`src/rtl/mmio_input_port_pkg.sv`:
```
`default_nettype none
// ============================================================================
// Module      : mmio_input_port_pkg
// Description : Bus command encodings, register offsets and default base
//               addresses shared by the memory-mapped input port.
// Revision    : 1.0 - initial release
// ============================================================================
package mmio_input_port_pkg;

    typedef enum logic [1:0] {
        MNONE  = 2'b00,
        MREAD  = 2'b01,
        MWRITE = 2'b10
    } mem_cmd_e;

    localparam logic [1:0] OFF_LEVEL = 2'd0;
    localparam logic [1:0] OFF_EDGE  = 2'd1;
    localparam logic [1:0] OFF_MASK  = 2'd2;
    localparam logic [1:0] OFF_FALL  = 2'd3;

    localparam logic [8:0] SW_BASE_ADDR  = 9'h140;
    localparam logic [8:0] LED_BASE_ADDR = 9'h100;

    // True when a register offset decodes to an implemented register.
    function automatic logic reg_mapped(input logic [1:0] off, input logic fall_en);
        return (off != OFF_FALL) || fall_en;
    endfunction

endpackage
`default_nettype wire

```
`src/rtl/mmio_input_port_input_debounce.sv`:
```
`default_nettype none
// ============================================================================
// Module      : input_debounce
// Description : One input bit: two-flop synchroniser followed by a counter
//               that accepts a new level after DB_CYCLES stable samples.
// Revision    : 1.0 - initial release
// ============================================================================
module input_debounce #(
    parameter int DB_CYCLES = 50000
) (
    input  logic clk,
    input  logic reset,
    input  logic sw_raw,
    output logic stable,
    output logic rise,
    output logic fall
);

    localparam int                 c_CNT_W   = (DB_CYCLES > 2) ? $clog2(DB_CYCLES) : 1;
    localparam logic [c_CNT_W-1:0] c_CNT_MAX = c_CNT_W'(DB_CYCLES - 1);

    logic               sync1_q;
    logic               sync2_q;
    logic               stable_q;
    logic               stable_d;
    logic [c_CNT_W-1:0] cnt_q;
    logic [c_CNT_W-1:0] cnt_d;
    logic               w_accept;

    // Counter only runs while the synchronised level disagrees with stable,
    // so it saturates at the accept point and can never wrap.
    always_comb begin
        w_accept = 1'b0;
        cnt_d    = '0;
        stable_d = stable_q;
        if (sync2_q != stable_q) begin
            if (cnt_q == c_CNT_MAX) begin
                w_accept = 1'b1;
                stable_d = sync2_q;
            end else begin
                cnt_d = cnt_q + 1'b1;
            end
        end
    end

    always_ff @(posedge clk or negedge reset) begin
        if (!reset) begin
            sync1_q  <= 1'b0;
            sync2_q  <= 1'b0;
            stable_q <= 1'b0;
            cnt_q    <= '0;
        end else begin
            sync1_q  <= sw_raw;
            sync2_q  <= sync1_q;
            stable_q <= stable_d;
            cnt_q    <= cnt_d;
        end
    end

    assign stable = stable_q;
    assign rise   = w_accept &  sync2_q;
    assign fall   = w_accept & ~sync2_q;

endmodule
`default_nettype wire

```
`src/rtl/mmio_input_port.sv`:
```
`default_nettype none
// ============================================================================
// Module      : mmio_input_port
// Description : Memory-mapped switch input port: debounced level, sticky
//               rising-edge register with read-clear, interrupt mask and irq.
//               Define MMIO_FALL_EDGE_EN to add the falling-edge register.
// Revision    : 1.0 - initial release
// ============================================================================
module mmio_input_port
    import mmio_input_port_pkg::*;
#(
    parameter int         WIDTH     = 10,
    parameter int         DB_CYCLES = 50000,
    parameter logic [8:0] BASE_ADDR = SW_BASE_ADDR
) (
    input  logic             clk,
    input  logic             reset,
    input  logic [WIDTH-1:0] sw_raw,
    input  logic [1:0]       mem_cmd,
    input  logic [8:0]       mem_addr,
    input  logic [15:0]      write_data,
    output logic [15:0]      read_data,
    output logic             read_en,
    output logic             irq
);

`ifdef MMIO_FALL_EDGE_EN
    localparam logic c_FALL_EN = 1'b1;
`else
    localparam logic c_FALL_EN = 1'b0;
`endif

    logic [WIDTH-1:0] w_stable;
    logic [WIDTH-1:0] w_rise;
    logic [WIDTH-1:0] w_fall;

    for (genvar i = 0; i < WIDTH; i++) begin : g_bit
        input_debounce #(
            .DB_CYCLES (DB_CYCLES)
        ) u_db (
            .clk    (clk),
            .reset  (reset),
            .sw_raw (sw_raw[i]),
            .stable (w_stable[i]),
            .rise   (w_rise[i]),
            .fall   (w_fall[i])
        );
    end

    // Address decode relative to BASE_ADDR (need not be 4-aligned).
    logic [8:0] w_delta;
    logic [1:0] w_off;
    logic       w_in_range;
    logic       w_wr;
    logic       w_edge_rd;

    assign w_delta    = mem_addr - BASE_ADDR;
    assign w_off      = w_delta[1:0];
    assign w_in_range = (w_delta[8:2] == 7'd0);
    assign read_en    = (mem_cmd == MREAD) && w_in_range && reg_mapped(w_off, c_FALL_EN);
    assign w_wr       = (mem_cmd == MWRITE) && w_in_range;
    assign w_edge_rd  = read_en && (w_off == OFF_EDGE);

    logic [WIDTH-1:0] edge_q, edge_d;
    logic [WIDTH-1:0] snap_q, snap_d;
    logic [WIDTH-1:0] mask_q, mask_d;
    logic             rd_active_q, rd_active_d;
    logic             irq_q, irq_d;

`ifdef MMIO_FALL_EDGE_EN
    logic [WIDTH-1:0] fall_q, fall_d;
    logic [WIDTH-1:0] fall_snap_q, fall_snap_d;
    logic             fall_rd_active_q, fall_rd_active_d;
    logic             w_fall_rd;
    logic             w_unused;

    assign w_fall_rd = read_en && (w_off == OFF_FALL);
    assign w_unused  = ^write_data;
`else
    logic w_unused;

    assign w_unused = ^{write_data, w_fall};
`endif

    // Clears (read or W1C) are applied before new edges so set always wins.
    always_comb begin
        edge_d      = edge_q;
        snap_d      = snap_q;
        rd_active_d = w_edge_rd;
        if (w_edge_rd && !rd_active_q) begin
            snap_d = edge_q;
            edge_d = '0;
        end
        if (w_wr && (w_off == OFF_EDGE)) begin
            edge_d = edge_d & ~write_data[WIDTH-1:0];
        end
        edge_d = edge_d | w_rise;

        mask_d = mask_q;
        if (w_wr && (w_off == OFF_MASK)) begin
            mask_d = write_data[WIDTH-1:0];
        end

`ifdef MMIO_FALL_EDGE_EN
        fall_d           = fall_q;
        fall_snap_d      = fall_snap_q;
        fall_rd_active_d = w_fall_rd;
        if (w_fall_rd && !fall_rd_active_q) begin
            fall_snap_d = fall_q;
            fall_d      = '0;
        end
        if (w_wr && (w_off == OFF_FALL)) begin
            fall_d = fall_d & ~write_data[WIDTH-1:0];
        end
        fall_d = fall_d | w_fall;
        irq_d  = |((edge_q | fall_q) & mask_q);
`else
        irq_d  = |(edge_q & mask_q);
`endif
    end

    always_comb begin
        read_data = 16'h0000;
        if (read_en) begin
            case (w_off)
                OFF_LEVEL: read_data = 16'(w_stable);
                OFF_EDGE:  read_data = 16'(rd_active_q ? snap_q : edge_q);
                OFF_MASK:  read_data = 16'(mask_q);
`ifdef MMIO_FALL_EDGE_EN
                OFF_FALL:  read_data = 16'(fall_rd_active_q ? fall_snap_q : fall_q);
`endif
                default:   read_data = 16'h0000;
            endcase
        end
    end

    always_ff @(posedge clk or negedge reset) begin
        if (!reset) begin
            edge_q      <= '0;
            snap_q      <= '0;
            mask_q      <= '0;
            rd_active_q <= 1'b0;
            irq_q       <= 1'b0;
        end else begin
            edge_q      <= edge_d;
            snap_q      <= snap_d;
            mask_q      <= mask_d;
            rd_active_q <= rd_active_d;
            irq_q       <= irq_d;
        end
    end

`ifdef MMIO_FALL_EDGE_EN
    always_ff @(posedge clk or negedge reset) begin
        if (!reset) begin
            fall_q           <= '0;
            fall_snap_q      <= '0;
            fall_rd_active_q <= 1'b0;
        end else begin
            fall_q           <= fall_d;
            fall_snap_q      <= fall_snap_d;
            fall_rd_active_q <= fall_rd_active_d;
        end
    end
`endif

    assign irq = irq_q;

endmodule
`default_nettype wire

```
`config.mk`:
```
export PLATFORM = sky130hd
export DESIGN_NAME = mmio_input_port
export DESIGN_NICKNAME = d
export VERILOG_FILES = /design/src/rtl/mmio_input_port_pkg.sv /design/src/rtl/mmio_input_port_input_debounce.sv /design/src/rtl/mmio_input_port.sv
export SDC_FILE = /design/constraint.sdc
export NUM_CORES = 1
export LEC_CHECK = 0
export ABC_AREA = 1
export CAP_MARGIN = 20
export CORE_MARGIN = 2
export CORE_UTILIZATION = 35
export DETAILED_ROUTE_END_ITERATION = 10
export DONT_BUFFER_PORTS = 1
export GPL_ROUTABILITY_DRIVEN = 0
export PLACE_DENSITY = 0.54
export SETUP_SLACK_MARGIN = 0.5
export SYNTH_ARGS = -nofsm -noshare
export SYNTH_HDL_FRONTEND = slang
export SYNTH_SLANG_ARGS = --single-unit
```
`constraint.sdc`:
```
create_clock -name clk -period 2.1 [get_ports clk]
set_input_delay 0.315 -clock clk [delete_from_list [all_inputs] [get_ports clk]]
set_output_delay 0.315 -clock clk [all_outputs]
set_load 0.05 [all_outputs]
```
======== After elaboration in Yosys (flattened, before gate mapping) ========
Cells that the tools add are included.
operators by class
  $add $sub $neg .......................... 11
  equality and inequality tests ........... 25
  muxes and demuxes ....................... 45
  bitwise operators ....................... 14
  reduce and logical (&&, ||, !) cells .... 21
operators by type and width
  operator                                                          count
  16-bit 2-to-1 mux                                                 21
  16-bit by 1-bit adder with 16-bit output (second input constant)  10
  16-bit == test (second input constant)                            10
  10-bit 2-to-1 mux                                                 3
  10-bit one-hot mux with 3 select lines                            1
  10-bit AND                                                        2
  1-bit 2-to-1 mux                                                  20
  2-bit AND reduction                                               10
  1-bit AND                                                         10
  1-bit != test                                                     10
  10-bit inverter                                                   1
  10-bit bitwise OR                                                 1
  10-bit OR reduction                                               1
  9-bit subtractor (second input constant)                          1
  1-bit logical AND                                                 7
  7-bit zero test                                                   1
  2-bit by 1-bit == test with 1-bit output (second input constant)  2
  2-bit == test (second input constant)                             2
  2-bit zero test                                                   1
  2-bit != test (second input constant)                             1
  1-bit zero test                                                   1
storage, ports and cells
  register bits ........................... 222
  bits of input ports ..................... 39
  output and inout bits ................... 18
  logic and storage cells ................. 161

======== Logic depth before layout (Yosys ltp) ========
Gate-level depths: netlist of the first run.
  depth after elaboration ................. 10
  gate-level depth with buffers ........... 9
  depth with buffers taken out ............ 9

======== Cells and area by module ========
A second synthesis of the first run with hierarchy kept.
second synthesis, totals
  cells, all modules ...................... 1568
  area, all modules ....................... 12425.7 µm²
by module, submodules not included
  module           times used  cells each  area each (µm²)  sequential area each (µm²)
  input_debounce   10          130         1054.8           475.5
  mmio_input_port  1           268         1878.1           800.8

======== Worst setup path after synthesis of the first run ========
Ideal clock, no wire load.
  path type ............................... in2out
  from .................................... in mem_addr[1]
  to ...................................... out read_data[0]
  arrival ................................. 1.654 ns
  data required time ...................... 1.785 ns
  slack ................................... 0.131 ns
  stages .................................. 3
  path buffers ............................ 0
  cell sequence ........................... nor2_1 > nand2_1 > a31oi_1
on the way
  longest elaborated chain between the ends .. 5
  elaborated cells between the ends (all ways) .. 10
  those cells by class .................... add/sub: 1; eq/ne: 3; mux: 2; reduce/logical: 4
RTL lines
  element                                                                         line                    text
  start: declaration                                                              mmio_input_port.sv:20   input logic [8:0] mem_addr,
  9-bit subtractor (*)                                                            mmio_input_port.sv:57   assign w_delta = mem_addr - BASE_ADDR;
  branches (longest 3 deep; another with 10-bit one-hot mux with 3 select lines)  --
  16-bit 2-to-1 mux (*)                                                           mmio_input_port.sv:124  if (read_en) begin
  end: declaration                                                                mmio_input_port.sv:22   output logic [15:0] read_data,
Mark *: on every way between the ends.

======== Worst setup path in the final report of the first run ========
  from .................................... reg rd_active_q
  to ...................................... out read_data[4]
on the way
  longest elaborated chain between the ends .. 3
RTL lines
  element                                 line                    text
  start: declaration                      mmio_input_port.sv:67   logic rd_active_q, rd_active_d;
  start signal: assignment                mmio_input_port.sv:148  rd_active_q <= rd_active_d;
  10-bit 2-to-1 mux                       mmio_input_port.sv:127  OFF_EDGE: read_data = 16'(rd_active_q ? snap_q : edge_q);
  10-bit one-hot mux with 3 select lines  mmio_input_port.sv:125  case (w_off)
  16-bit 2-to-1 mux                       mmio_input_port.sv:124
Every way passes these cells.

==> metrics, run 1 <==
Sequential Power Share 46.5%; violated checks hold timing, setup timing; CP max stage cell dfrtp_4; Fillers 3417; I/O Pins 57; final core area utilization 41.4%; synthesis-stage register bit count 222; total wire length 25900 um; Die Wd 187 um; antenna viol nets, final 0; data required time of the critical path roughly 1800 ps; worst-path fanout max 11; clock latency at the later pin of the worst-skew pair 540 ps; die area 35000 um2; Root Buffer clkbuf_16; area grow syn2layout 17.6%; crit-path cells buf_12 > nand2_1 > o211ai_1 > a31oi_2 > buf_6; mapped cell area 11700 um2; RSZ-0062 raised after global routing true; first-pass GRT wire length 44100 um; Clk pwr share 50.2%; fin crit period approximately 2100 ps; CTS sink count 222; Max Fclk 470 MHz; cells after synthesis 1540; clk_skew 10.7 ps; via count 9545; Leak Pwr a little under 0.006 uW; Overall Global Routing Usage 15.0%; final hold violations 222; DP HPWL 17900 um; maximum clock path buffer count 3; P_sw approximately 2100 uW; fin nets 1651; CTS Buf Count 27; setup slack after layout -27.6 ps; Hold/Removal Path Class in -> async; router iterations before antenna repair 5; effective utilization at floorplan 35.2%; Critical Path Start Type register; CTS tree built; max_slew headroom 64.2%; final hold slack -522 ps; number of distinct library cells after synthesis 38; Final setup viols 2; WL/cell between 10 and 15 um; Rows 67; CP peak stage delay 490 ps; CP delay by family, top flip-flops; storage element area between 5000 and 6000 um2; Port-buffer cells 0; initial antenna violation count 2; Setup Crit Path Kind reg -> out; Worst VDD drop 0.000649 V; 1st-iter DRT viols 454; clock slew at reported path FFs 60 ps; Comb pwr share under 10%; Seq/Total Area, Yosys 47.4%; Worst-Margin Slew ~540 ps; Critical Path AT ~1800 ps; Slew Viols, Final 0; Post-CTS Hold Buffers 22; crit share post-route 101%; GR Overflow Total 0; PwrDens 693 nW/um2; ratio of cells with drive above 1 in the final layout 11.7%; Synth warnings 0; sw frac between 20 and 25%; vias in the first global route ~9100; multi-input logic area 5540 um2; run status finished, violations left; max cap viols 0; H-tree Lvls 1; largest net degree at the start of global routing between 200 and 250; core box area 33300 um2; vias per inst 4.61; Die Y 187 um; synthesized area per cell 7.61 um2; DRC Markers 0; Buf/Inv on CP 2; internal power roughly 7500 uW; Crit. End Element primary output
==> synth_stat cells (all sizes together) <==
cell    count  area share [%]
nand2     377              12
nor2      370              13
dfrtp     222              47
inv       190             6.1
nand3     108             4.9
xor2       49             3.7
nand4      41             2.2
nor3       41             1.9
a21oi      33             1.6
o21ai      26             1.1
xnor2      15             1.4
buf        14            0.73
a31oi      10            0.53
ha         10             1.1
o211ai     10            0.64
nor3b       6            0.38
or2         6            0.32
clkbuf      5            0.16
o21bai      3            0.29
a211oi      2            0.13
a22o        1           0.075
conb        1           0.032
==> worst register-to-register path, cell delays in order, from the launching register on <==
cell and delay, ps:
dfrtp_1 390, ha_2 210, nand2_2 100, nor2_4 210
nand3_4 120, nor2_4 170, nor2_2 80, nand2_1 70
nor2_1 40
==> layer usage <==
layer  global-route usage, %  share of wire (%)  vias to the layer above
met5                       0              0.050                        -
met3                    2.65                3.9                       41
met2                    24.0                 44                      152
met4                    3.97                2.4                        2
li1                        -                  -                     4956
met1                    21.1                 49                     4394
==> power by group through the flow <==
stage	logic [uW]	registers, uW	clock network, uW
after floorplan	213	4500	0
after global placement	269	4510	0
after detailed placement	272	4520	0
after CTS	312	4440	4980
after global routing	354	4450	5120
final	315	4440	4800
==> cells by family (layout without fill, tap and decap cells) <==
kind of cell | Yosys count | count (layout) | synth area share [%]
other | 1 | 7 | 0.0320
AND/OR/NAND/NOR | 949 | 949 | 35.0
AO/OA/AOI/OAI | 85 | 85 | 4.41
buffers and inverters | 209 | 285 | 6.97
XOR/XNOR | 64 | 64 | 5.10
adder cells (fa/ha/maj) | 10 | 10 | 1.07
flip-flops | 222 | 222 | 47.4
==> final timing paths <==
path	from	to	slack, ps	depth (start not counted)
setup / recovery	rd_active_q	read_data[4]	-30	5
hold / removal	reset	g_bit[3].u_db.cnt_q[12]	-520	0
setup reg to reg	g_bit[9].u_db.cnt_q[0]	g_bit[9].u_db.cnt_q[10]	610	8
hold reg to reg	g_bit[8].u_db.sync1_q	g_bit[8].u_db.sync2_q	350	0
max in group asynchronous	reset	g_bit[8].u_db.cnt_q[4]	2330	0
min in group clk	mem_addr[1]	edge_q[8]	210	5
==> area by class of cell <==
type                    count  share of cell area, %
flip-flops and latches    222                   40.3
clock inverters            10                  0.926
repair buffers             47                   3.53
multi-input cells        1114                   40.2
inverters                 190                   5.17
diodes                      1                 0.0182
well taps                 448                   4.07
clock buffers              38                   5.78
==> through the flow <==
step           setup slack [ps]  power [uW]  TNS, ps  cells  instance area (um2)
4_1_cts                   -41.0        9730     -175   2068                13700
3_5_place_dp                256        4790        0   1996                12500
6_report                  -27.6        9560    -35.8   2070                13800
2_1_floorplan               362        4710        0   1545                11800
5_1_grt                   -83.6        9930     -544   2070                13800
3_3_place_gp                246        4780        0   1996                12500
==> cells in the final DEF (no fill, tap or decap), types with 7 or more instances in the layout <==
master	count
nor2_4	8
nand2_1	358
a31oi_2	10
nor2_2	39
buf_6	11
xor2_1	48
nor2_1	323
dfrtp_1	220
nand3_1	102
a21oi_1	28
xnor2_1	11
inv_1	176
nand4_1	41
nand2_4	7
clkbuf_8	8
buf_4	11
nor3_1	38
o21ai_0	15
inv_2	14
dlygate4sd3_1	22
clkbuf_16	27
nand2_2	12
o21ai_1	11
o211ai_1	10
ha_1	8
==> state kept, by name, indices dropped and copies added (netlist names) <==
name and flops:
g_bit.u_db.cnt_q 160, edge_q 10, g_bit.u_db.stable 10, g_bit.u_db.sync1_q 10, g_bit.u_db.sync2_q 10, mask_q 10, snap_q 10, irq 1
rd_active_q 1
==> repair_timing <==
| item | 4_1_cts | 5_1_grt |
|---|---|---|
| resized for setup | 14 | 23 |
| setup buffers | 2 | 1 |
| endpoints found under the hold margin | 253 | 222 |
| endpoints found under the setup margin | 28 | 83 |
| pin swaps | 3 | 6 |
Note: power is estimated with default switching activity, not from simulation.
==> run 2: changes to the inputs <==
==> constraint.sdc (replaced) <==
create_clock -name clk -period 2.6 [get_ports clk]
set_input_delay 0.39 -clock clk [delete_from_list [all_inputs] [get_ports clk]]
set_output_delay 0.39 -clock clk [all_outputs]
set_load 0.05 [all_outputs]
==> run 2 against run 1 <==
  * The flow finishes with violations (hold timing)
  * Largest power group is now sequential cells
  * Routed wire length up 0.25%
  * Power down 24%
  * Die area unchanged
  * Non-clock buffer count down 2
  * Flip-flop and latch count stayed put
  * Critical path type unchanged
  * Largest cell class unchanged
  * Combinational power decreased by 24%
  * First-iteration DRC count up 20%
  * Via count rose by 0.24%
  * Highest routed layer is now met4
==> metrics, run 2 (same netlist as run 1, synthesis figures left out) <==
max_slew headroom 54.2% (-10 points); ratio of cells with drive above 1 in the final layout 10.5% (-1.2 points); max cap viols 0 (unchanged); first-pass GRT wire length 44900 um (+1.9%); DP Area 12400 um2 (-0.67%); initial antenna violation count 0 (-2); die area 35000 um2 (unchanged); Worst VDD drop 0.000505 V (-22%); I/O Pins 57 (unchanged); final instance area 13500 um2 (-2.1%); Post-CTS Hold Buffers 22 (unchanged); CTS Buf Count 26 (-3.7%); Slew Viols, Final 0 (unchanged); RSZ-0062 raised after global routing true; CTS tree built; violated checks hold timing; router iterations before antenna repair 5 (unchanged); PwrDens 536 nW/um2 (-23%); Rows 67 (unchanged); clock latency at the later pin of the worst-skew pair 520 ps (-20 ps); Sequential Power Share 49.5% (+3.0 points); Critical Path Start Type register; worst-path fanout max 7 (-4); core box area 33300 um2 (unchanged); Comb pwr share 3.3% (about the same); Crit. End Element primary output; Leak Pwr 0.00585 uW (-1.7%); antenna viol nets, final 0 (unchanged); crit share post-route 86.4%; CTS sink count 222 (unchanged); run status finished, violations left; Port-buffer cells 0 (unchanged); final hold slack -433 ps (+88.9 ps); commonest non-fill, non-tap cell in the layout nand2_1; Die Wd 187 um (unchanged); Register-to-Register Path Depth 8 (unchanged); vias per inst 4.63 (+0.48%); clock slew at reported path FFs 60 ps (about the same); H-tree Lvls 1 (unchanged); fin crit period between 2000 and 2500 ps; WL/cell 12.6 um (+0.50%); Max Fclk ~450 MHz; 1st-iter DRT viols 545 (+20%); post-route setup TNS 0 ps (+35.8 ps); Worst-Margin Slew 682 ps (+145 ps); flop-to-flop setup slack 1020 ps (+410 ps); total wire length 26000 um (+0.25%); Overall Global Routing Usage 15.2% (+0.17 points); Crit Reg-Reg Endpoint g_bit[6].u_db.cnt_q[14]; via count 9568 (+0.24%); Die Y 187 um (unchanged); maximum clock path buffer count 3 (unchanged); Clk pwr share 47.2% (-3.0 points); DRC Markers 0 (unchanged); antenna cells 0 (-1); vias in the first global route 9315 (+2.5%); effective utilization at floorplan 35.2% (unchanged); P_sw 1620 uW (-23%); clk_skew 8.91 ps (-1.83 ps); commonest non-fill, non-tap cells in the layout 359 x nand2_1, 327 x nor2_1, 221 x dfrtp_1; fin nets 1648 (-0.18%); data required time of the critical path 2210 ps (+430 ps); GR Overflow Total 0 (unchanged); largest net degree at the start of global routing 223 (unchanged); DP HPWL 18000 um (+0.81%); internal power 5620 uW (-25%); Hold/Removal Path Class in -> async; Largest register FFs 160 (unchanged); Root Buffer clkbuf_16; Final setup viols 0 (-2); sw frac 22.4% (+0.50 points); area grow syn2layout 15.1%; Setup Crit Path Kind reg -> out; final hold violations 222 (unchanged); r2r startpoint g_bit[6].u_db.cnt_q[0]; Critical Path AT 1860 ps (+50 ps); Largest Register g_bit.u_db.cnt_q
==> run 2: metrics by stage <==
step | total power (uW) | worst slack (ps) | std cells | util (%)
finish | 7240 | 355 | 2065 | 40.6
global route | 7560 | 314 | 2065 | 40.6
detailed placement | 3860 | 425 | 1994 | 37.2
floorplan | 3800 | 481 | 1545 | -
global placement | 3850 | 465 | 1994 | 37.2
CTS | 7370 | 382 | 2062 | 40.5
==> run 2: worst max path at each step <==
stage	start	endpoint	slack (ps)	depth (start not counted)
finish	rd_active_q	read_data[8]	350	5
global route	rd_active_q	read_data[7]	310	4
CTS	rd_active_q	read_data[7]	380	4
detailed placement	mem_addr[3]	read_data[1]	430	7
global placement	mem_addr[3]	read_data[6]	460	7
floorplan	mem_addr[1]	read_data[1]	480	3
==> run 2: timing repair <==
action / 4_1_cts / 5_1_grt
endpoints found under the setup margin: 10 / 10
resized for setup: 16 / 4
pin swaps: 0 / 6
buffers inserted: 0 / 3
endpoints found under the hold margin: 243 / 222
==> run 2: power by group through the flow <==
stage	clock network, uW	registers [uW]	logic (uW)
floorplan	0	3630	170
global placement	0	3640	210
detailed placement	0	3650	212
CTS	3540	3580	244
global route	3690	3590	275
finish	3410	3580	240
==> run 2: final cells by class <==
type / instances / area, um2
tap: 448 / 561
clock buffer: 39 / 761
fill: 3466 / 19800
clock inverter: 7 / 41.3
sequential: 222 / 5560
multi-input combinational: 1114 / 5430
timing repair buffer: 45 / 435
inverter: 190 / 713
==> run 2: layer usage <==
layer | global-route usage, % | wire [um]
met5 | 0 | 0
met4 | 4.24 | 693
met3 | 2.96 | 1150
met2 | 24.1 | 11400
met1 | 21.2 | 12700
==> run 2: worst max-delay path, cell delays in order, from the launching register on <==
cell and delay, ps:
dfrtp_4 530, buf_6 160, nand2_2 50, o211ai_1 100
a31oi_2 280, buf_6 200
==> run 3: changes to the inputs <==
--- a/config.mk
+++ b/config.mk
@@ -5,7 +5,6 @@
 export SDC_FILE = /design/constraint.sdc
 export NUM_CORES = 1
 export LEC_CHECK = 0
-export ABC_AREA = 1
 export CAP_MARGIN = 20
 export CORE_MARGIN = 2
 export CORE_UTILIZATION = 35
==> run 3 against run 2 <==
  * The flow still finishes with violations (hold timing)
  * Sequential share of layout area increased by 3.8 points
  * Critical endpoint is now read_data[0]
  * Global-route usage decreased by 0.73 points
  * Combinational power fell by 4%
  * Largest power group is now clock
==> metrics, run 3 <==
final hold slack -420 ps (+13.4 ps); H-tree Lvls 1 (unchanged); Seq/Total Area, Yosys 52.6% (+5.2 points); number of distinct library cells after synthesis 50 (+32%); Worst-Margin Slew 528 ps (-154 ps); router iterations before antenna repair 5 (unchanged); area grow syn2layout 16.9%; Synth top cells by count 222 x dfrtp_1, 187 x nor2_1, 121 x xnor2_1; flop-to-flop setup slack 650 ps (-370 ps); antenna cells 0 (unchanged); vias per inst 4.94 (+6.6%); Overall Global Routing Usage 14.5% (-0.73 points); clock latency at the later pin of the worst-skew pair 530 ps (about the same); crit share post-route 88.4% (+2.0 points); wire length on met1 10700 um (-16%); Leak Pwr 0.00499 uW (-15%); fin crit period 2300 ps (+51.9 ps); FFs w/ async S/R, synth 100% (unchanged); Worst path most repeated cell buf_6; Synth area leaders dfrtp_1 53%, xnor2_1 10%, nor2_1 6.6%, nand3_1 3.1%, mux2_2 3.0%; synthesized area per cell 10.4 um2 (+36%); max cap viols 0 (unchanged); setup slack after layout 303 ps (-51.9 ps); PwrDens 604 nW/um2 (+13%); Setup Crit Path Kind reg -> out; Max Fclk 435 MHz (-2.3%); CP max stage cell dfrtp_2; 1st-iter DRT viols 423 (-22%); max_slew headroom 64.8% (+11 points); most common cell in the netlist dfrtp_1; Critical Path Start Type register; worst-path fanout max 7 (unchanged); first-pass GRT wire length 37200 um (-17%); DRC Markers 0 (unchanged); effective utilization at floorplan 35.5% (+0.32 points); Synth warnings 0 (unchanged); largest net degree at the start of global routing 223 (unchanged); routed wl met3 1080 um (-5.6%); total wire length 22300 um (-14%); CP peak stage delay 480 ps (-50 ps); Rows 63 (-6.0%); vias in the first global route 7122 (-24%); CTS sink count 222 (unchanged); synthesis-stage register bit count 222 (unchanged); Largest register FFs 160 (unchanged); RSZ-0062 raised after global routing true; Crit. End Element primary output; number of synthesized flops with an enable pin 0 (unchanged); commonest non-fill, non-tap cell in the layout dfrtp_1; DR top layer met5; Die Y 178 um (-5.0%); data required time of the critical path 2210 ps (about the same); Post-CTS Hold Buffers 19 (-14%); clk_skew 8.39 ps (-0.516 ps); I/O Pins 57 (unchanged); Final setup viols 0 (unchanged); area leader, netlist dfrtp_1; DP HPWL 14300 um (-21%); core box area 29700 um2 (-11%); Critical Path AT 1910 ps (+50 ps); violated checks hold timing; maximum clock path buffer count 3 (unchanged); Worst VDD drop 0.000449 V (-11%); CTS tree built; CTS Buf Count 27 (+3.8%); ratio of cells with drive above 1 in the final layout 12.7% (+2.2 points); final hold violations 222 (unchanged); cells after synthesis 1020 (-34%); met2 WL post-DR 10100 um (-12%); commonest non-fill, non-tap cells in the layout 221 x dfrtp_1, 183 x nor2_1, 121 x xnor2_1; WL/cell 15.0 um (+20%); Port-buffer cells 0 (unchanged); die area 31600 um2 (-9.7%); post-route setup TNS 0 ps (unchanged); Largest Register g_bit.u_db.cnt_q; Synth top area share 52.6% (+5.2 points); Root Buffer clkbuf_16; mapped cell area 10600 um2 (-9.9%); Slew Viols, Final 0 (unchanged); clock slew at reported path FFs 60 ps (about the same); antenna viol nets, final 0 (unchanged); Placed Instances 1413 (-29%); Hold/Removal Path Class in -> async; Setup WS pre-CTS 395 ps (-30.0 ps); fin cells 1482 (-28%); GR Overflow Total 0 (unchanged); run status finished, violations left; Die Wd 178 um (-5.0%); final core area utilization 41.5% (+0.99 points); fin nets 1123 (-32%); via count 7322 (-23%); initial antenna violation count 1 (+1); dominant synthesized flop cell dfrtp_1; crit-path cells buf_6 > mux2i_1 > a211oi_1 > a21oi_1 > nor2_2 > buf_6
[run 3: cell count changes in the layout (fill, tap and decap cells not counted), moves of 11 or more]
cell,before,now
a21oi_1,28,6
nand3_1,103,65
mux2_2,0,28
inv_2,14,0
nor2_1,327,183
nor2_2,40,4
o21ai_1,11,0
nand2_2,17,2
nand2_1,359,40
xor2_1,48,27
nor4_1,0,49
xnor2_1,11,121
inv_1,176,29
[run 3: power by group]
part	internal (uW)	switching, uW	leakage [uW]
sequential	3520	65.7	0.00298
clock	2200	1440	0.000426
combinational	101	129	0.00158
total	5830	1630	0.00499
[run 3: cell families (layout without fill, tap and decap cells)]
kind of cell / Yosys count / count (layout) / synth area share, %
buffers and inverters: 58 / 125 / 2.57
multiplexers: 40 / 40 / 4.22
AND/OR/NAND/NOR: 499 / 499 / 24.1
AO/OA/AOI/OAI: 42 / 42 / 3.03
flip-flops: 222 / 222 / 52.6
other: 1 / 6 / 0.0355
XOR/XNOR: 148 / 148 / 12.3
adder cells (fa/ha/maj): 10 / 10 / 1.18
[run 3: timing repair]
item                                    in CTS  in global routing
buffers inserted                             0                  3
endpoints found under the setup margin      24                 59
gates resized for setup                     28                 11
endpoints found under the hold margin      241                222
pin swaps                                   20                  5
[run 3: worst paths after layout]
kind	from	endpoint	cells past startpoint
max in group asynchronous	reset	g_bit[4].u_db.cnt_q[5]	0
worst min register to register	g_bit[2].u_db.sync1_q	g_bit[2].u_db.sync2_q	0
min in group clk	write_data[5]	mask_q[5]	1
worst max-delay path	rd_active_q	read_data[0]	6
worst min-delay path	reset	g_bit[5].u_db.cnt_q[8]	0
worst max register to register	g_bit[9].u_db.cnt_q[11]	g_bit[9].u_db.cnt_q[9]	4
[run 3: routing by layer]
layer | up-vias | global-route usage [%]
met5 | - | 0
met3 | 28 | 3.23
li1 | 3648 | -
met2 | 92 | 22.5
met1 | 3552 | 20.4
met4 | 2 | 3.86
[run 3: through the flow]
| step | total power [uW] | area [um2] | hold slack (ps) |
|---|---|---|---|
| after global routing | 7750 | 12300 | -444 |
| after CTS | 7570 | 12300 | -452 |
| final | 7460 | 12300 | -420 |
| after global placement | 3840 | 11100 | 111 |
| after floorplan | 3800 | 10600 | 94.4 |
| after detailed placement | 3850 | 11100 | 109 |
[run 3: layout make-up]
cell class / count / area, um2
fill: 2850 / 17400
sequential: 222 / 5560
multi-input combinational: 745 / 4860
clock buffer: 35 / 746
tap: 390 / 488
timing repair buffer: 49 / 468
clock inverter: 12 / 115
inverter: 29 / 109
[run 3: critical path: cells and delay by family, from the launching register on]
kind            cells  cell delay, ps
mux                 1             110
buf+inv             2             330
compound gates      2             280
simple gates        1             160
flops               1             480
